**config.mk**
```make
export PLATFORM = sky130hd
export DESIGN_NAME = i2c_key_slave_p
export DESIGN_NICKNAME = d
export VERILOG_FILES = /design/src/rtl/i2c_key_slave_p.sv
export SDC_FILE = /design/constraint.sdc
export NUM_CORES = 1
export LEC_CHECK = 0
export CAP_MARGIN = 15
export CORE_UTILIZATION = 35
export CTS_BUF_LIST = sky130_fd_sc_hd__clkbuf_16
export DETAILED_ROUTE_END_ITERATION = 16
export PLACE_DENSITY = 0.6
export SLEW_MARGIN = 20
export SYNTH_ARGS = -nofsm -noshare
export SYNTH_HDL_FRONTEND = slang
export SYNTH_SLANG_ARGS = --single-unit
```
**constraint.sdc**
```tcl
create_clock -name clk -period 2.9 [get_ports clk]
set_input_delay 0.29 -clock clk [delete_from_list [all_inputs] [get_ports clk]]
set_output_delay 0.29 -clock clk [all_outputs]
set_load 0.01 [all_outputs]
```
**src/rtl/i2c_key_slave_p.sv**
```systemverilog
// i2c_key_slave_p: I2C slave that receives a KEY_BYTES-byte key on writes and
// returns a loadable RD_BYTES-byte buffer on reads.
// Ports:
//   clk, rst        - clock and synchronous active-high reset
//   scl, sda_in     - raw asynchronous bus lines
//   sda_out         - 0 pulls SDA low, 1 releases it
//   wr_en, wr_data  - load request and data for the read buffer (byte 0 = MSB byte)
//   rd_full         - read buffer holds unsent data
//   key             - last valid key, first received byte in the MSBs
//   key_valid/err   - one-cycle result pulses after a write transaction
//   busy            - bus transaction in progress (START seen, no STOP yet)
module i2c_key_slave_p #(
  parameter logic [6:0]  SLAVE_ADDR = 7'h1E,
  parameter int unsigned KEY_BYTES  = 16,
  parameter int unsigned RD_BYTES   = 16
) (
  input  logic                    clk,
  input  logic                    rst,
  input  logic                    scl,
  input  logic                    sda_in,
  output logic                    sda_out,
  input  logic                    wr_en,
  input  logic [RD_BYTES*8-1:0]   wr_data,
  output logic                    rd_full,
  output logic [KEY_BYTES*8-1:0]  key,
  output logic                    key_valid,
  output logic                    key_err,
  output logic                    busy
);

  localparam int unsigned KW   = KEY_BYTES * 8;
  localparam int unsigned RW   = RD_BYTES * 8;
  localparam int unsigned CNTW = $clog2(KEY_BYTES + 1);
  localparam int unsigned IDXW = $clog2(RD_BYTES + 1);

  localparam logic [2:0] S_IDLE       = 3'd0;
  localparam logic [2:0] S_ADDR       = 3'd1;
  localparam logic [2:0] S_ADDR_ACK   = 3'd2;
  localparam logic [2:0] S_RX_BYTE    = 3'd3;
  localparam logic [2:0] S_RX_ACK     = 3'd4;
  localparam logic [2:0] S_TX_BYTE    = 3'd5;
  localparam logic [2:0] S_TX_ACK_CHK = 3'd6;
  localparam logic [2:0] S_IGNORE     = 3'd7;

  logic            r_scl_s1, r_scl_s2, r_scl_d;
  logic            r_sda_s1, r_sda_s2, r_sda_d;
  logic [2:0]      r_state, w_state_nxt;
  logic [7:0]      r_shift, r_tx;
  logic [3:0]      r_bit_cnt;
  logic            r_rw, r_ack, r_ack_ph, r_ovf, r_wr_active;
  logic [CNTW-1:0] r_byte_cnt;
  logic [IDXW-1:0] r_tx_idx, w_load_idx;
  logic [KW-1:0]   r_stage, r_key;
  logic [RW-1:0]   r_rd_buf;
  logic            r_rd_full, r_key_valid, r_key_err, r_busy, r_sda_out;
  logic            w_scl_rise, w_scl_fall, w_start, w_stop;
  logic            w_addr_ok, w_wr_good, w_wr_bad;
  logic [7:0]      w_rx_byte, w_buf_byte;

  // Two-flop synchronisers plus a delayed copy for edge detection
  always_ff @(posedge clk) begin
    if (rst) begin
      r_scl_s1 <= 1'b1; r_scl_s2 <= 1'b1; r_scl_d <= 1'b1;
      r_sda_s1 <= 1'b1; r_sda_s2 <= 1'b1; r_sda_d <= 1'b1;
    end else begin
      r_scl_s1 <= scl;    r_scl_s2 <= r_scl_s1; r_scl_d <= r_scl_s2;
      r_sda_s1 <= sda_in; r_sda_s2 <= r_sda_s1; r_sda_d <= r_sda_s2;
    end
  end

  assign w_scl_rise = r_scl_s2 & ~r_scl_d;
  assign w_scl_fall = ~r_scl_s2 & r_scl_d;
  assign w_start    = r_scl_s2 & r_scl_d & r_sda_d & ~r_sda_s2;
  assign w_stop     = r_scl_s2 & r_scl_d & ~r_sda_d & r_sda_s2;
  assign w_rx_byte  = {r_shift[6:0], r_sda_s2};
  // Reads are only acknowledged when there is buffered data to return
  assign w_addr_ok  = (w_rx_byte[7:1] == SLAVE_ADDR) && (!w_rx_byte[0] || r_rd_full);
  assign w_wr_good  = r_wr_active && !r_ovf && (r_byte_cnt == CNTW'(KEY_BYTES));
  assign w_wr_bad   = r_wr_active && (r_ovf ||
                      ((r_byte_cnt != '0) && (r_byte_cnt != CNTW'(KEY_BYTES))));
  // Address ACK always starts at byte 0; later loads continue from r_tx_idx
  assign w_load_idx = (r_state == S_TX_ACK_CHK) ? r_tx_idx : '0;

  // Read-buffer byte mux; indices past the buffer read as 8'hFF
  always_comb begin
    w_buf_byte = 8'hFF;
    for (int i = 0; i < int'(RD_BYTES); i++) begin
      if (w_load_idx == IDXW'(i)) w_buf_byte = r_rd_buf[RW-8*(i+1) +: 8];
    end
  end

  // Next-state logic; START/STOP override any state
  always_comb begin
    w_state_nxt = r_state;
    if (w_stop) begin
      w_state_nxt = S_IDLE;
    end else if (w_start) begin
      w_state_nxt = S_ADDR;
    end else begin
      case (r_state)
        S_ADDR:       if (w_scl_rise && r_bit_cnt == 4'd7)
                        w_state_nxt = w_addr_ok ? S_ADDR_ACK : S_IGNORE;
        S_ADDR_ACK:   if (w_scl_fall && r_ack_ph)
                        w_state_nxt = r_rw ? S_TX_BYTE : S_RX_BYTE;
        S_RX_BYTE:    if (w_scl_rise && r_bit_cnt == 4'd7) w_state_nxt = S_RX_ACK;
        S_RX_ACK:     if (w_scl_fall && r_ack_ph) w_state_nxt = S_RX_BYTE;
        S_TX_BYTE:    if (w_scl_fall && r_bit_cnt == 4'd8) w_state_nxt = S_TX_ACK_CHK;
        S_TX_ACK_CHK: if (w_scl_rise) w_state_nxt = r_sda_s2 ? S_IGNORE : S_TX_BYTE;
        default:      w_state_nxt = r_state;
      endcase
    end
  end

  always_ff @(posedge clk) begin
    if (rst) r_state <= S_IDLE;
    else     r_state <= w_state_nxt;
  end

  // Datapath: shifters, counters, key staging, read buffer and outputs
  always_ff @(posedge clk) begin
    if (rst) begin
      r_shift <= '0; r_tx <= 8'hFF; r_bit_cnt <= '0; r_rw <= 1'b0;
      r_ack <= 1'b0; r_ack_ph <= 1'b0; r_ovf <= 1'b0; r_wr_active <= 1'b0;
      r_byte_cnt <= '0; r_tx_idx <= '0; r_stage <= '0; r_key <= '0;
      r_rd_buf <= '0; r_rd_full <= 1'b0; r_key_valid <= 1'b0;
      r_key_err <= 1'b0; r_busy <= 1'b0; r_sda_out <= 1'b1;
    end else begin
      r_key_valid <= 1'b0;
      r_key_err   <= 1'b0;
      if (wr_en && !r_rd_full) begin
        r_rd_buf  <= wr_data;
        r_rd_full <= 1'b1;
      end
      if (w_stop) begin
        r_busy      <= 1'b0;
        r_sda_out   <= 1'b1;
        r_wr_active <= 1'b0;
        if (w_wr_good) begin
          r_key       <= r_stage;
          r_key_valid <= 1'b1;
        end
        r_key_err <= w_wr_bad;
      end else if (w_start) begin
        r_busy      <= 1'b1;
        r_sda_out   <= 1'b1;
        r_bit_cnt   <= '0;
        r_byte_cnt  <= '0;
        r_ovf       <= 1'b0;
        r_ack_ph    <= 1'b0;
        r_wr_active <= 1'b0;
        r_key_err   <= w_wr_bad;
      end else begin
        case (r_state)
          S_ADDR: if (w_scl_rise) begin
            r_shift   <= w_rx_byte;
            r_bit_cnt <= r_bit_cnt + 4'd1;
            if (r_bit_cnt == 4'd7) begin
              r_bit_cnt <= '0;
              r_ack_ph  <= 1'b0;
              r_ack     <= 1'b1;
              if (w_addr_ok) begin
                r_rw <= w_rx_byte[0];
                if (w_rx_byte[0]) begin
                  r_tx     <= w_buf_byte;
                  r_tx_idx <= IDXW'(1);
                  if (RD_BYTES == 1) r_rd_full <= 1'b0;
                end else begin
                  r_wr_active <= 1'b1;
                end
              end
            end
          end
          // First SCL fall drives the (N)ACK, second fall ends the ACK bit
          S_ADDR_ACK, S_RX_ACK: if (w_scl_fall) begin
            if (!r_ack_ph) begin
              r_sda_out <= ~r_ack;
              r_ack_ph  <= 1'b1;
            end else begin
              r_ack_ph  <= 1'b0;
              r_bit_cnt <= '0;
              r_sda_out <= 1'b1;
              if (r_state == S_ADDR_ACK && r_rw) begin
                r_sda_out <= r_tx[7];
                r_tx      <= {r_tx[6:0], 1'b1};
                r_bit_cnt <= 4'd1;
              end
            end
          end
          S_RX_BYTE: if (w_scl_rise) begin
            r_shift   <= w_rx_byte;
            r_bit_cnt <= r_bit_cnt + 4'd1;
            if (r_bit_cnt == 4'd7) begin
              r_bit_cnt <= '0;
              if (r_byte_cnt < CNTW'(KEY_BYTES)) begin
                // Shift staging so the first byte ends up in the MSBs
                r_stage    <= (r_stage << 8) | KW'(w_rx_byte);
                r_byte_cnt <= r_byte_cnt + CNTW'(1);
                r_ack      <= 1'b1;
              end else begin
                r_ovf <= 1'b1;
                r_ack <= 1'b0;
              end
            end
          end
          S_TX_BYTE: if (w_scl_fall) begin
            if (r_bit_cnt < 4'd8) begin
              r_sda_out <= r_tx[7];
              r_tx      <= {r_tx[6:0], 1'b1};
              r_bit_cnt <= r_bit_cnt + 4'd1;
            end else begin
              r_sda_out <= 1'b1;
              r_bit_cnt <= '0;
            end
          end
          S_TX_ACK_CHK: if (w_scl_rise && !r_sda_s2) begin
            r_tx      <= w_buf_byte;
            r_bit_cnt <= '0;
            if (w_load_idx < IDXW'(RD_BYTES)) r_tx_idx <= w_load_idx + IDXW'(1);
            if (w_load_idx == IDXW'(RD_BYTES - 1)) r_rd_full <= 1'b0;
          end
          S_IGNORE: r_sda_out <= 1'b1;
          default: ;
        endcase
      end
    end
  end

  assign sda_out   = r_sda_out;
  assign rd_full   = r_rd_full;
  assign key       = r_key;
  assign key_valid = r_key_valid;
  assign key_err   = r_key_err;
  assign busy      = r_busy;

endmodule
```
Word level (Yosys, flattened, before mapping)

Index checks and enable logic that the tools add are counted.

Input port bits: 133
Bits in registers: 432
Output and inout bits: 133
Logic and storage cells: 250

Equal/unequal tests: 60
Order comparisons: 3
Bitwise operators: 15
Mux-type cells: 93
Add/sub/neg operators: 3
Reduce and logical (&&, ||, !) cells: 50

Operators with widths:

| kind                | count |
|---|---|
| $mux 8              | 26 |
| $or 128x8->128      | 1 |
| $mux 5              | 12 |
| $eq 5x4->1 const B  | 8 |
| $ne 2x2->1 const B  | 18 |
| $ne 3x3->1 const B  | 11 |
| $mux 4              | 8 |
| $pmux 8 s4          | 1 |
| $mux 1              | 31 |
| $reduce_and 7->1    | 4 |
| $mux 3              | 8 |
| $eq 5x3->1 const B  | 4 |
| $reduce_and 5->1    | 4 |
| $pmux 3 s6          | 1 |
| $pmux 4 s4          | 1 |
| $reduce_and 13->1   | 1 |
| $eq 3x3->1 const B  | 4 |
| $reduce_and 6->1    | 2 |
| $reduce_bool 2->1   | 6 |
| $logic_and 1x1->1   | 11 |
| $add 5x1->5 const B | 2 |
| $eq 5x2->1 const B  | 2 |
| $lt 5x5->1 const B  | 2 |
| $pmux 5 s2          | 1 |
| 32 further kinds    | 55 |

Logic depth before layout (Yosys ltp)

Depth in word-level cells: 24
Mapped depth: 15
Mapped depth without buffers: 11

Worst setup path after synthesis

OpenSTA, ideal clock, no wires.

Path kind: register -> register
From: register r_state[1]
To: register r_tx[1]
Required time: 2,764 ps
Buffers on the path: 3
Path slack: 9 ps
Period minus slack after synthesis: 2,891 ps
Setup time: 136 ps
Cell stages (with the launch flop): 15
Arrival time: 2,756 ps
Cells stage by stage: dfxtp_1 > buf_2 > and3b_1 > buf_2 > nand2_1 > inv_1 > ha_1 > buf_2 > inv_1 > or4_4 > or3_1 > o211ai_1 > a21oi_1 > a2111oi_0 > a22oi_1

Longest elaborated chain between the ends: 24
Elaborated cells on any way between the ends: 58
Those cells by class: eq/ne: 30; mux: 23; reduce/logical: 5

RTL lines:

| what                   | RTL line | RTL |
|---|---|---|
| start, declared        | 47       | `logic [2:0] r_state, w_state_nxt;` |
| start signal, assigned | 116      | `else r_state <= w_state_nxt;` |
| $eq 3x3->1             | 82, 153  |  |
| $mux 5                 | 82       | `assign w_load_idx = (r_state == S_TX_ACK_CHK) ? r_tx_idx : '0;` |
| $logic_not 5->1        | 88       | `if (w_load_idx == IDXW'(i)) w_buf_byte = r_rd_buf[RW-8*(i+1) +: 8];` |
| $mux 8 (16 in series)  | 88       |  |
| $mux 8                 | 163      | `if (w_rx_byte[0]) begin` |
| $mux 8                 | 161      | `if (w_addr_ok) begin` |
| $mux 8                 | 157      | `if (r_bit_cnt == 4'd7) begin` |
| $mux 8                 | 154      | `S_ADDR: if (w_scl_rise) begin` |
| $pmux 8 s4             | 153      | `case (r_state)` |
| end signal, assigned   | 164      | `r_tx <= w_buf_byte;` |
| end signal, assigned   | 184      | `r_tx <= {r_tx[6:0], 1'b1};` |
| end signal, assigned   | 208      | `r_tx <= {r_tx[6:0], 1'b1};` |
| end, declared          | 48       | `logic [7:0] r_shift, r_tx;` |

Several ways; a longest one is shown, not always the timed one. The select of a mux whose other input is x is not followed.
A chain may end at the register's enable or synchronous reset.

Worst setup path in the final report

From: register r_state[0]
To: register r_tx[1]

Same word-level chain as after synthesis.

==> metrics.md <==
| Metric | Value |
|---|---|
| Setup Skew | `0.0163 ns` |
| Post-DR wirelength/cell | `15.8 um` |
| Slew HR | `0.447` |
| Tcrit/Tclk final | `0.945` |
| RSZ-0062 raised after global routing | `false` |
| Final hold vios | `0` |
| Worst Reg-to-Reg Cells | `11` |
| Cell Chain, Critical Path | `and3b_1, nand2_1, inv_1, ha_1, inv_2, or4_4, or3_1, o211ai_1, a21oi_1, a2111oi_1, a22oi_1` |
| HP Start | `rst` |
| Vias per Instance | `5.02` |
| VDD IR max | `411 uV` |
| Hold-critical path endpoint | `key[117]$_SDFFE_PP0P_` |
| Mapped Nets | `2365` |
| Worst R2R Setup Slack | `0.16 ns` |
| Pwr Total | `12.7 mW` |
| Number of DRC markers in iteration 0 | `1067` |
| Yosys warns | `0` |
| Most frequent cell after synthesis | `nand2_1` |
| Gpl congestion | `0.871` |
| Mapped Cells | `2224` |
| GRT overflow | `0` |
| Critical path's top delay family | `simple AND/OR/NAND/NOR gates` |
| 1st-pass router iterations | `5` |
| Post-CTS Setup Bufs | `0` |
| Worst Hold Depth | `2` |
| Hpwl dp | `34000 um` |
| Max Slew Vio Count | `0` |
| Fin Setup TNS | `0 ns` |
| Site Rows | `80` |
| Syn Std Cell Area | `0.0169 mm2` |
| Num CTS Buffers | `46` |
| Total die area | `0.0492 mm2` |
| WP buf/inv | `2` |
| Antenna violations before repair | `0` |
| Layout cells sized above 1 | `0.0590` |
| Via count | `15437` |
| CP Launch Type | `flop` |
| Port Buffers | `265` |
| Fin nets | `2564` |
| Diodes inserted | `0` |
| Final core occ | `0.456` |
| Status | `finished, final reports clean` |
| Worst path required time | `3.35 ns` |
| Area growth from synthesis to layout | `28.5%` |
| Kind of critical path | `flop to flop` |
| Starting Density | `0.354` |
| Crit path largest cell delay | `0.56 ns` |
| CTS Buffer Depth | `3` |
| Crit end category | `flop` |
| Vias in the first global route | `14726` |
| Worst Hold Class | `input port to flop` |
| IO Count | `266` |
| Area share of the largest cell type after synthesis | `0.511` |
| Root Buffer Master | `clkbuf_16` |
| Avg Cell Area, Syn | `7.61 um2` |
| Leakage | `7.34 nW` |
| GRT Util Overall | `0.195` |
| CTS H-tree lvls | `2` |
| Fin crit period | `2.74 ns` |
| #FFs+latches synth | `432` |
| Async SR Flop Fraction | `0` |
| First-pass GRT wire length | `78500 um` |
| Post-synth cell types | `68` |
| Area leader, netlist | `dfxtp_1` |
| Largest net degree at the start of global routing | `124` |
| Antenna Nets Post-Route | `0` |
| Placeable Area | `0.0477 mm2` |
| DRC Markers | `0` |
| RR Endpoint | `r_tx[1]$_SDFFE_PP1P_` |
| Routed wire length | `48600 um` |
| Post-synth EDFFs | `0` |
| Top post-synthesis cells by area | `dfxtp_1 51%, nand2_1 18%, a21oi_1 13%` |
| Synth Flop Type | `dfxtp_1` |
| Horiz. Die Dim | `222 um` |
| Seq/Total Area, Yosys | `0.511` |
| Max Cap Viol | `0` |
| TritonCTS clock tree | `yes` |
| PD cells | `582 mW/mm2` |
| Crit Path Max Fanout | `8` |
| Fmax | `365 MHz` |
| Synth top cells by count | `821 x nand2_1, 442 x a21oi_1, 432 x dfxtp_1` |
| Worst slew pin tran | `0.828 ns` |
| CP Data Arrival Time | `3.19 ns` |
| Worst-path clk slew | `0.06 ns` |
| Reg2reg start | `r_state[0]$_SDFFE_PP0P_` |
| Skew-Pair Late Insertion Delay | `0.58 ns` |
| Count of final setup violators | `0` |
| CTS Sinks | `432` |
| Die Height | `222 um` |
| Slowest CP cell | `or4_4` |
## final cells by class
| cell class | count | area, um2 |
|---|---|---|
| fill | 4829 | 26000 |
| clock inverter | 37 | 357 |
| timing repair buffer | 316 | 3150 |
| sequential | 432 | 8650 |
| inverter | 23 | 86.3 |
| tap | 615 | 769 |
| multi-input combinational | 1604 | 7590 |
| clock buffer | 46 | 1150 |
## worst reg2reg max path: stages (launching register included)
cell       delay (ns)
dfxtp_1          0.30
and3b_1          0.28
nand2_1          0.10
inv_1            0.06
ha_1             0.18
inv_2            0.10
or4_4            0.56
or3_1            0.33
o211ai_1         0.15
a21oi_1          0.08
a2111oi_1        0.34
a22oi_1          0.14
## state kept, by name (all words and copies together), names as in the netlist, 3 cells and up
signal and flops:
r_bit_cnt 4, r_stage 128, r_shift 7, r_rd_buf 128, r_tx 8, r_byte_cnt 5
key 128, r_tx_idx 5, r_state 3
## report_power, final
group	internal (mW)	leakage, nW	switching, mW
clock	3.50	0.774	2.39
sequential	6.05	3.50	0.0900
combinational	0.296	3.06	0.327
## layout by cell type (no fill, tap or decap), drive strengths merged, types with 6 or more instances in the layout
master,n
bufinv,7
a221oi,7
o221ai,7
buf,52
ha,8
a22oi,6
dfxtp,432
clkdlybuf4s50,264
nand3,18
nor2b,7
nand2,822
o21ai,41
nand2b,9
or2,9
clkinv,17
or3,18
nor3,21
o22ai,12
clkbuf,46
inv,35
and3,10
nor2,54
a211oi,13
o211ai,12
a21oi,444
## logic make-up after synthesis
kind of cell,count (synthesis),share of synthesized area
AOI/OAI and AO/OA,592,0.195
xor gates and xnor gates,3,0.00155
adders and majority gates,8,0.00592
buffers and inverters,188,0.0435
DFF,432,0.511
muxes,3,0.00177
and+or+nand+nor,998,0.241
## how the worst max path moves through the flow
stage,depth (start not counted),start,end
detailed placement,11,r_state[0]$_SDFFE_PP0P_,r_tx[1]$_SDFFE_PP1P_
global placement,11,r_state[0]$_SDFFE_PP0P_,r_tx[1]$_SDFFE_PP1P_
floorplan,14,r_state[1]$_SDFFE_PP0P_,r_tx[1]$_SDFFE_PP1P_
global route,10,r_tx_idx[0]$_SDFFE_PP0P_,r_tx[0]$_SDFFE_PP1P_
finish,11,r_state[0]$_SDFFE_PP0P_,r_tx[1]$_SDFFE_PP1P_
CTS,11,r_state[0]$_SDFFE_PP0P_,r_tx[1]$_SDFFE_PP1P_
## per-layer routing
metal	GRT usage	share of wire	up-vias	wire, um
li1	-	-	7826	-
met2	0.321	0.47	352	22600
met5	0	0	-	0
met1	0.260	0.47	7187	22600
met4	0.0549	0.023	0	1130
met3	0.0368	0.044	72	2160
## per-stage QoR
stage	hold WS (ns)	worst slack (ns)	std cells	area [um2]
floorplan	0.389	0.00859	2224	16900
global placement	0.396	0.175	2990	20200
detailed placement	0.408	0.0927	2990	20200
CTS	0.150	0.0697	3073	21700
global route	0.160	0.0282	3073	21800
finish	0.186	0.160	3073	21800
## timing repair
action / CTS / global route
hold buffers: 0 / 0
gates resized for setup: 0 / 3
setup endpoints to repair: 0 / 5
(Power assumes the default switching activity.)
